--- src/rtl/sm_fetch_pkg.sv ---
// Shared types and default widths for the SM multi-warp fetch unit.
package sm_fetch_pkg;

   localparam int DEF_NUM_WARP   = 8;
   localparam int DEF_WID_W      = $clog2(DEF_NUM_WARP);
   localparam int DEF_PC_WIDTH   = 32;
   localparam int DEF_INST_WIDTH = 64;
   localparam int DEF_INST_BYTES = 8;

   typedef struct packed {
      logic [DEF_PC_WIDTH-1:0] addr;
      logic [DEF_WID_W-1:0]    wid;
      logic                    tag;
   } fetch_req_t;

   typedef struct packed {
      logic [DEF_WID_W-1:0]      wid;
      logic                      tag;
      logic [DEF_INST_WIDTH-1:0] data;
   } fetch_rsp_t;

   typedef struct packed {
      logic                    active;
      logic                    inflight;
      logic                    epoch;
      logic [DEF_PC_WIDTH-1:0] pc;
      logic [DEF_PC_WIDTH-1:0] inflight_pc;
   } warp_state_t;

endpackage

--- src/rtl/sm_fetch_mw_fetch_rr_arb.sv ---
// Round-robin arbiter: search starts at the pointer, pointer moves past the winner.
module fetch_rr_arb
   import sm_fetch_pkg::*;
#(
   parameter int NUM_WARP = DEF_NUM_WARP,
   parameter int WID_W    = $clog2(NUM_WARP)
) (
   input  logic                clk,
   input  logic                rst_n,
   input  logic [NUM_WARP-1:0] req_i,
   input  logic                adv_i,
   output logic [NUM_WARP-1:0] gnt_o,
   output logic [WID_W-1:0]    idx_o
);

   logic [WID_W-1:0] ptr_q;
   logic             found;
   int               j;

   always_comb begin
      gnt_o = '0;
      idx_o = '0;
      found = 1'b0;
      j     = 0;
      for (int i = 0; i < NUM_WARP; i++) begin
         j = int'(ptr_q) + i;
         if (j >= NUM_WARP) j = j - NUM_WARP;
         if (!found && req_i[j]) begin
            found    = 1'b1;
            gnt_o[j] = 1'b1;
            idx_o    = WID_W'(j);
         end
      end
   end

   always_ff @(posedge clk) begin
      if (!rst_n) begin
         ptr_q <= '0;
      end else if (adv_i) begin
         if (int'(idx_o) == NUM_WARP - 1) ptr_q <= '0;
         else                             ptr_q <= idx_o + 1'b1;
      end
   end

endmodule

--- src/rtl/sm_fetch_mw.sv ---
// Multi-warp fetch: RR warp pick, registered code-read slot, epoch-tagged
// responses so redirected or killed warps drop their stale fetch.
module sm_fetch_mw
   import sm_fetch_pkg::*;
#(
   parameter int NUM_WARP   = DEF_NUM_WARP,
   parameter int WID_W      = $clog2(NUM_WARP),
   parameter int PC_WIDTH   = DEF_PC_WIDTH,
   parameter int INST_WIDTH = DEF_INST_WIDTH,
   parameter int INST_BYTES = DEF_INST_BYTES
) (
   input  logic                  clk,
   input  logic                  rst_n,
   input  logic                  launch_valid_i,
   input  logic [WID_W-1:0]      launch_wid_i,
   input  logic [PC_WIDTH-1:0]   launch_pc_i,
   input  logic                  kill_valid_i,
   input  logic [WID_W-1:0]      kill_wid_i,
   input  logic                  redirect_valid_i,
   input  logic [WID_W-1:0]      redirect_wid_i,
   input  logic [PC_WIDTH-1:0]   redirect_pc_i,
   input  logic [NUM_WARP-1:0]   stall_i,
   input  logic [NUM_WARP-1:0]   ibuf_avail_i,
   output logic                  mem_req_valid_o,
   input  logic                  mem_req_ready_i,
   output logic [PC_WIDTH-1:0]   mem_req_addr_o,
   output logic [WID_W-1:0]      mem_req_wid_o,
   output logic                  mem_req_tag_o,
   input  logic                  mem_rsp_valid_i,
   input  logic [WID_W-1:0]      mem_rsp_wid_i,
   input  logic                  mem_rsp_tag_i,
   input  logic [INST_WIDTH-1:0] mem_rsp_data_i,
   output logic                  ibuf_wr_valid_o,
   output logic [WID_W-1:0]      ibuf_wr_wid_o,
   output logic [PC_WIDTH-1:0]   ibuf_wr_pc_o,
   output logic [INST_WIDTH-1:0] ibuf_wr_inst_o,
   output logic [NUM_WARP-1:0]   active_o
);

   logic [NUM_WARP-1:0]   active_q, inflight_q, epoch_q;
   logic [PC_WIDTH-1:0]   pc_q  [NUM_WARP];
   logic [PC_WIDTH-1:0]   ipc_q [NUM_WARP];

   logic                  req_valid_q, req_tag_q;
   logic [PC_WIDTH-1:0]   req_addr_q;
   logic [WID_W-1:0]      req_wid_q;
   logic                  wr_valid_q;
   logic [WID_W-1:0]      wr_wid_q;
   logic [PC_WIDTH-1:0]   wr_pc_q;
   logic [INST_WIDTH-1:0] wr_inst_q;

   logic [NUM_WARP-1:0]   kill_hit, launch_hit, redir_hit, rsp_hit;
   logic [NUM_WARP-1:0]   elig, gnt;
   logic [WID_W-1:0]      gidx;
   logic                  load, fwd;

   always_comb begin
      kill_hit   = '0;
      launch_hit = '0;
      redir_hit  = '0;
      rsp_hit    = '0;
      elig       = '0;
      for (int w = 0; w < NUM_WARP; w++) begin
         kill_hit[w]   = kill_valid_i && kill_wid_i == WID_W'(w);
         launch_hit[w] = launch_valid_i && launch_wid_i == WID_W'(w);
         redir_hit[w]  = redirect_valid_i && redirect_wid_i == WID_W'(w);
         rsp_hit[w]    = mem_rsp_valid_i && mem_rsp_wid_i == WID_W'(w);
         elig[w] = active_q[w] & ~inflight_q[w] & ~stall_i[w]
                 & ibuf_avail_i[w] & ~kill_hit[w] & ~redir_hit[w];
      end
   end

   assign load = (~req_valid_q | mem_req_ready_i) & (|elig);

   // Forward only a live response: warp still active and epoch unchanged.
   assign fwd = mem_rsp_valid_i & active_q[mem_rsp_wid_i]
              & inflight_q[mem_rsp_wid_i]
              & (mem_rsp_tag_i == epoch_q[mem_rsp_wid_i]);

   fetch_rr_arb #(
      .NUM_WARP (NUM_WARP),
      .WID_W    (WID_W)
   ) u_arb (
      .clk   (clk),
      .rst_n (rst_n),
      .req_i (elig),
      .adv_i (load),
      .gnt_o (gnt),
      .idx_o (gidx)
   );

   always_ff @(posedge clk) begin
      if (!rst_n) begin
         active_q    <= '0;
         inflight_q  <= '0;
         epoch_q     <= '0;
         for (int w = 0; w < NUM_WARP; w++) begin
            pc_q[w]  <= '0;
            ipc_q[w] <= '0;
         end
         req_valid_q <= 1'b0;
         req_addr_q  <= '0;
         req_wid_q   <= '0;
         req_tag_q   <= 1'b0;
         wr_valid_q  <= 1'b0;
         wr_wid_q    <= '0;
         wr_pc_q     <= '0;
         wr_inst_q   <= '0;
      end else begin
         for (int w = 0; w < NUM_WARP; w++) begin
            if (kill_hit[w]) begin
               active_q[w] <= 1'b0;
               epoch_q[w]  <= ~epoch_q[w];
            end else if (launch_hit[w] && !active_q[w]) begin
               active_q[w] <= 1'b1;
               pc_q[w]     <= launch_pc_i;
               epoch_q[w]  <= ~epoch_q[w];
            end else if (redir_hit[w] && active_q[w]) begin
               pc_q[w]     <= redirect_pc_i;
               epoch_q[w]  <= ~epoch_q[w];
            end else if (load && gnt[w]) begin
               pc_q[w]     <= pc_q[w] + PC_WIDTH'(INST_BYTES);
            end
            if (load && gnt[w]) begin
               inflight_q[w] <= 1'b1;
               ipc_q[w]      <= pc_q[w];
            end else if (rsp_hit[w]) begin
               inflight_q[w] <= 1'b0;
            end
         end
         if (load) begin
            req_valid_q <= 1'b1;
            req_addr_q  <= pc_q[gidx];
            req_wid_q   <= gidx;
            req_tag_q   <= epoch_q[gidx];
         end else if (mem_req_ready_i) begin
            req_valid_q <= 1'b0;
         end
         wr_valid_q <= fwd;
         if (fwd) begin
            wr_wid_q  <= mem_rsp_wid_i;
            wr_pc_q   <= ipc_q[mem_rsp_wid_i];
            wr_inst_q <= mem_rsp_data_i;
         end
      end
   end

   assign mem_req_valid_o = req_valid_q;
   assign mem_req_addr_o  = req_addr_q;
   assign mem_req_wid_o   = req_wid_q;
   assign mem_req_tag_o   = req_tag_q;
   assign ibuf_wr_valid_o = wr_valid_q;
   assign ibuf_wr_wid_o   = wr_wid_q;
   assign ibuf_wr_pc_o    = wr_pc_q;
   assign ibuf_wr_inst_o  = wr_inst_q;
   assign active_o        = active_q;

endmodule
--- config.mk ---
export PLATFORM = sky130hd
export DESIGN_NAME = sm_fetch_mw
export DESIGN_NICKNAME = d
export VERILOG_FILES = /design/src/rtl/sm_fetch_pkg.sv /design/src/rtl/sm_fetch_mw_fetch_rr_arb.sv /design/src/rtl/sm_fetch_mw.sv
export SDC_FILE = /design/constraint.sdc
export NUM_CORES = 2
export LEC_CHECK = 0
export BUFFER_PORTS_ARGS = -buffer_cell sky130_fd_sc_hd__buf_2
export CAP_MARGIN = 25
export CORE_AREA = 8 8 318 320
export DETAILED_ROUTE_END_ITERATION = 6
export DIE_AREA = 0 0 326 328
export GPL_TIMING_DRIVEN = 0
export REMOVE_ABC_BUFFERS = 1
export SYNTH_ARGS = -nofsm -noshare
export SYNTH_HDL_FRONTEND = slang
export SYNTH_SLANG_ARGS = --single-unit
--- constraint.sdc ---
create_clock -name clk -period 8.7 [get_ports clk]
set_clock_uncertainty 0.1 [all_clocks]
set_input_delay 0.435 -clock clk [delete_from_list [all_inputs] [get_ports clk]]
set_output_delay 0.435 -clock clk [all_outputs]
set_load 0.005 [all_outputs]
==> flow_summary_export.csv <==
group,metric,value,unit
outcome,status,"complete, but fails checks",
outcome,violations,"design-rule violations",
logic_synthesis,synthCells,3516,
sta,fin_crit_sh,96.5,%
logic_synthesis,syn_avg_cell_area,10.8,sq um
clock_network,cts_tree,"done",
logic_synthesis,synth-seq-cells,676,
floorplan,design.core.area,96000,sq um
power_and_ir_drop,vdd_drop_max,0.135,mV
placement,place_inst,4901,
worst_setup_path,cpPeakStageDelay,0.79,ns
logic_synthesis,synth-edff-count,512,
detailed_routing,viasPerCell,6.07,
power_and_ir_drop,p_per_area,194,nW/um^2
sta,setup_viol,0,
floorplan,die_w,326,um
detailed_routing,dr.first_iter.drc_count,3549,
min_path,worstHoldEndpoint,"active_o[3]",
placement,dp_hpwl,101,mm
min_path,holdPathStages,3,
detailed_routing,post_drt_wl_per_cell,28.0,um
clock_network,clockRootBuffer,"clkbuf_16",
worst_setup_path,worstPathMaxFanout,20,
logic_synthesis,synth_mux_area_share,15.4,%
worst_setup_path,reg2reg_depth,14,
clock_network,insertion_delay,0.65,ns
global_routing,antenna_found_initial,16,
logic_synthesis,synth.distinct_cells,86,
logic_synthesis,synth_area,38100,sq um
cells_and_area,fin_area,45200,sq um
power_and_ir_drop,p_leak,0.0175,uW
detailed_routing,drtAntennaViolNets,0,
worst_setup_path,crit_path_end_kind,"register",
placement,dpl_cell_area,42100,sq um
clock_network,cts_max_level,3,
floorplan,rows,114,
logic_synthesis,async_flop_share,0,%
logic_synthesis,yosys.area_share.simple,16.2,%
logic_synthesis,yosys_warnings,0,
global_routing,grt_first_pass_wirelength,208,mm
worst_setup_path,path_cells,"inv_1 -> ha_2 -> inv_1 -> mux2i_2 -> mux4_2 -> o32a_1 -> nor3_1 -> a22oi_1 -> a22o_1 -> nor2_4 -> nand2_1 -> buf_16 -> nand3_2 -> buf_16",
clock_network,clockBufferDepth,3,
detailed_routing,drt-total-wl,143,mm
floorplan,ioPinCount,309,
logic_synthesis,synth-xor-area-share,5.24,%
worst_setup_path,startpoint_type,"register",
sta,worstMarginPinSlew,1.16,ns
job,maxCapViolations,0,
global_routing,grt_util_all_layers,25.8,%
floorplan,die-height,328,um
sta,tns,0,ns
floorplan,start_util,39.7,%
detailed_routing,drc_errors,2,
detailed_routing,vias,31100,
sta,max_freq,119,MHz
logic_synthesis,synth.yosys.seq_area_share,49.0,%
min_path,min_from,"launch_wid_i[0]",
logic_synthesis,synth_compound_area_share,10.1,%
worst_setup_path,rrSetupSlack,0.30,ns
worst_setup_path,crit_type,"register to register",
global_routing,grt-ovfl-total,0,
min_path,hold_class,"input port to register",
sta,slew_violations,0,
logic_synthesis,synth_adder_area_share,0.591,%
worst_setup_path,critPathSlowestCell,"nor2_4",
sta,hold_violations,0,
placement,place.gp.congestion,0.891,
clock_network,cts_sinks,676,
cells_and_area,nFillCells,8649,
sta,maxSlewHeadroom,23.0,%
global_routing,grt_max_degree,91,
global_routing,grt_pass1_vias,30100,
floorplan,die_area,107000,sq um
cells_and_area,nets,3953,
logic_synthesis,synth_top_family_by_area,"simple AND/OR/NAND/NOR gates",
clock_network,cts_buffers,78,
detailed_routing,dr.pass1.iters,7,
worst_setup_path,r2r_start,"u_arb.ptr_q[1]",
clock_network,path_clk_slew,0.06,ns
logic_synthesis,ys.flop_type,"edfxtp_1",
sta,layout_min_cycle_time,8.40,ns
worst_setup_path,r2r_end,"pc_q[1][21]",
clock_network,post-cts-setup-buffers,0,
worst_setup_path,cp.arrival,8.63,ns
cells_and_area,area_growth,18.8,%
cells_and_area,layout-drive-gt1-share,18.2,%
placement,port_buffers,308,
worst_setup_path,cp.required,8.93,ns
cells_and_area,instances_no_fill,5117,
sta,grt_setup_unrepaired,"no",
==> what timing repair did <==
item                       4_1_cts  5_1_grt
hold buffers                    64        0
hold endpoints to repair        64        0
setup endpoints to repair       29       29
resized for setup                0        2
gates cloned                     1        0
pin swaps                        1        0
==> per-stage QoR <==
step	setup slack [ns]	hold slack [ns]	power (uW)	util, %
after floorplan	0.137	0.353	4680	-
after global placement	-6.19	0.339	5360	41.7
after detailed placement	-0.141	0.343	5440	43.8
after CTS	0.0818	0.000713	8760	47.1
after global routing	0.0262	0.0439	9000	47.1
final	0.302	0.0354	8760	47.1
==> cell usage after synthesis, types with 40 or more instances <==
cell type  count  area (sq um)
a21oi_1       94           470
nor2_1       152           571
mux4_2        85          1910
nand3_1      125           626
o22ai_1      119           744
nor3_1        44           220
xor2_1       140          1230
a31oi_1       40           250
buf_2         40           200
xnor2_1       88           771
nand2_1      477          1790
clkbuf_1     182           683
mux2i_1      344          3440
nand4_1       48           300
mux2_2        42           473
dfxtp_1      164          3280
and3_1        56           350
buf_1         52           195
and2_1       251          1570
edfxtp_1     512         15400
==> state kept, by name (all words and copies together) (netlist names), 3 cells and up <==
name	cells
pc_q	256
epoch_q	8
ibuf_wr_wid_o	3
active_o	8
inflight_q	8
ibuf_wr_inst_o	64
mem_req_wid_o	3
ibuf_wr_pc_o	32
mem_req_addr_o	32
ipc_q	256
u_arb.ptr_q	3
==> logic make-up (layout without fill, tap and decap cells) <==
group	Yosys count	in the layout
flip-flops	676	676
AND/OR/NAND/NOR	1243	1244
multiplexers	473	473
other	0	5
adder cells (fa/ha/maj)	18	18
AO/OA/AOI/OAI	554	554
XOR/XNOR	228	228
buffers and inverters	324	643
==> critical path, delay by kind of cell (launching register included) <==
family	cells	cell delay (ns)
adders and majority gates	1	0.75
DFF	1	0.76
muxes	2	0.81
AOI/OAI and AO/OA	3	1.45
and+or+nand+nor	4	2.53
buffers and inverters	4	1.65
==> routing by layer <==
metal  GRT usage, %  part of all wire, %  vias up  routed length [um]
met5              0                0.017        -                  25
met4           11.8                  4.7        4                6810
met3           6.23                   11      387               15100
met2           41.1                   46     1904               65300
met1           33.1                   39    15200               56300
li1               -                    -    13600                   -
==> placed cells by master (no fill, tap or decap), types with 38 or more instances in the layout <==
cell             n
clkbuf_16       81
edfxtp_1       512
nand3_1        114
mux2_2          42
nand2_1        470
a31oi_1         40
nor3_1          40
and2_1         251
mux2i_1        344
xnor2_1         88
and3_1          55
a21oi_1         94
dlygate4sd3_1   64
dfxtp_1        164
xor2_1         140
o22ai_1        119
a22o_1          38
nor2_1         145
mux4_2          85
buf_2          305
nand4_1         48
==> layout make-up <==
cell class | instances | area, sq um | area share, %
clock inverters | 38 | 338 | 0.747
multi-input cells | 2517 | 18300 | 40.6
diodes | 5 | 12.5 | 0.0277
clock buffers | 107 | 2150 | 4.76
well taps | 1276 | 1600 | 3.53
repair buffers | 462 | 3980 | 8.79
flip-flops and latches | 676 | 18700 | 41.2
inverters | 36 | 154 | 0.340
==> power breakdown <==
| group | total (uW) | switching [uW] | internal (uW) |
|---|---|---|---|
| clock network | 3310 | 1420 | 1890 |
| logic | 1660 | 1060 | 606 |
| registers | 3780 | 152 | 3630 |
==> worst max-delay path by stage <==
stage	startpoint	to
finish	u_arb.ptr_q[1]	pc_q[1][21]
global route	u_arb.ptr_q[1]	pc_q[1][21]
CTS	u_arb.ptr_q[0]	pc_q[1][20]
detailed placement	u_arb.ptr_q[0]	pc_q[1][27]
global placement	u_arb.ptr_q[0]	mem_req_addr_o[29]
floorplan	u_arb.ptr_q[0]	u_arb.ptr_q[2]
No activity file was read; power rests on OpenSTA's default activity.
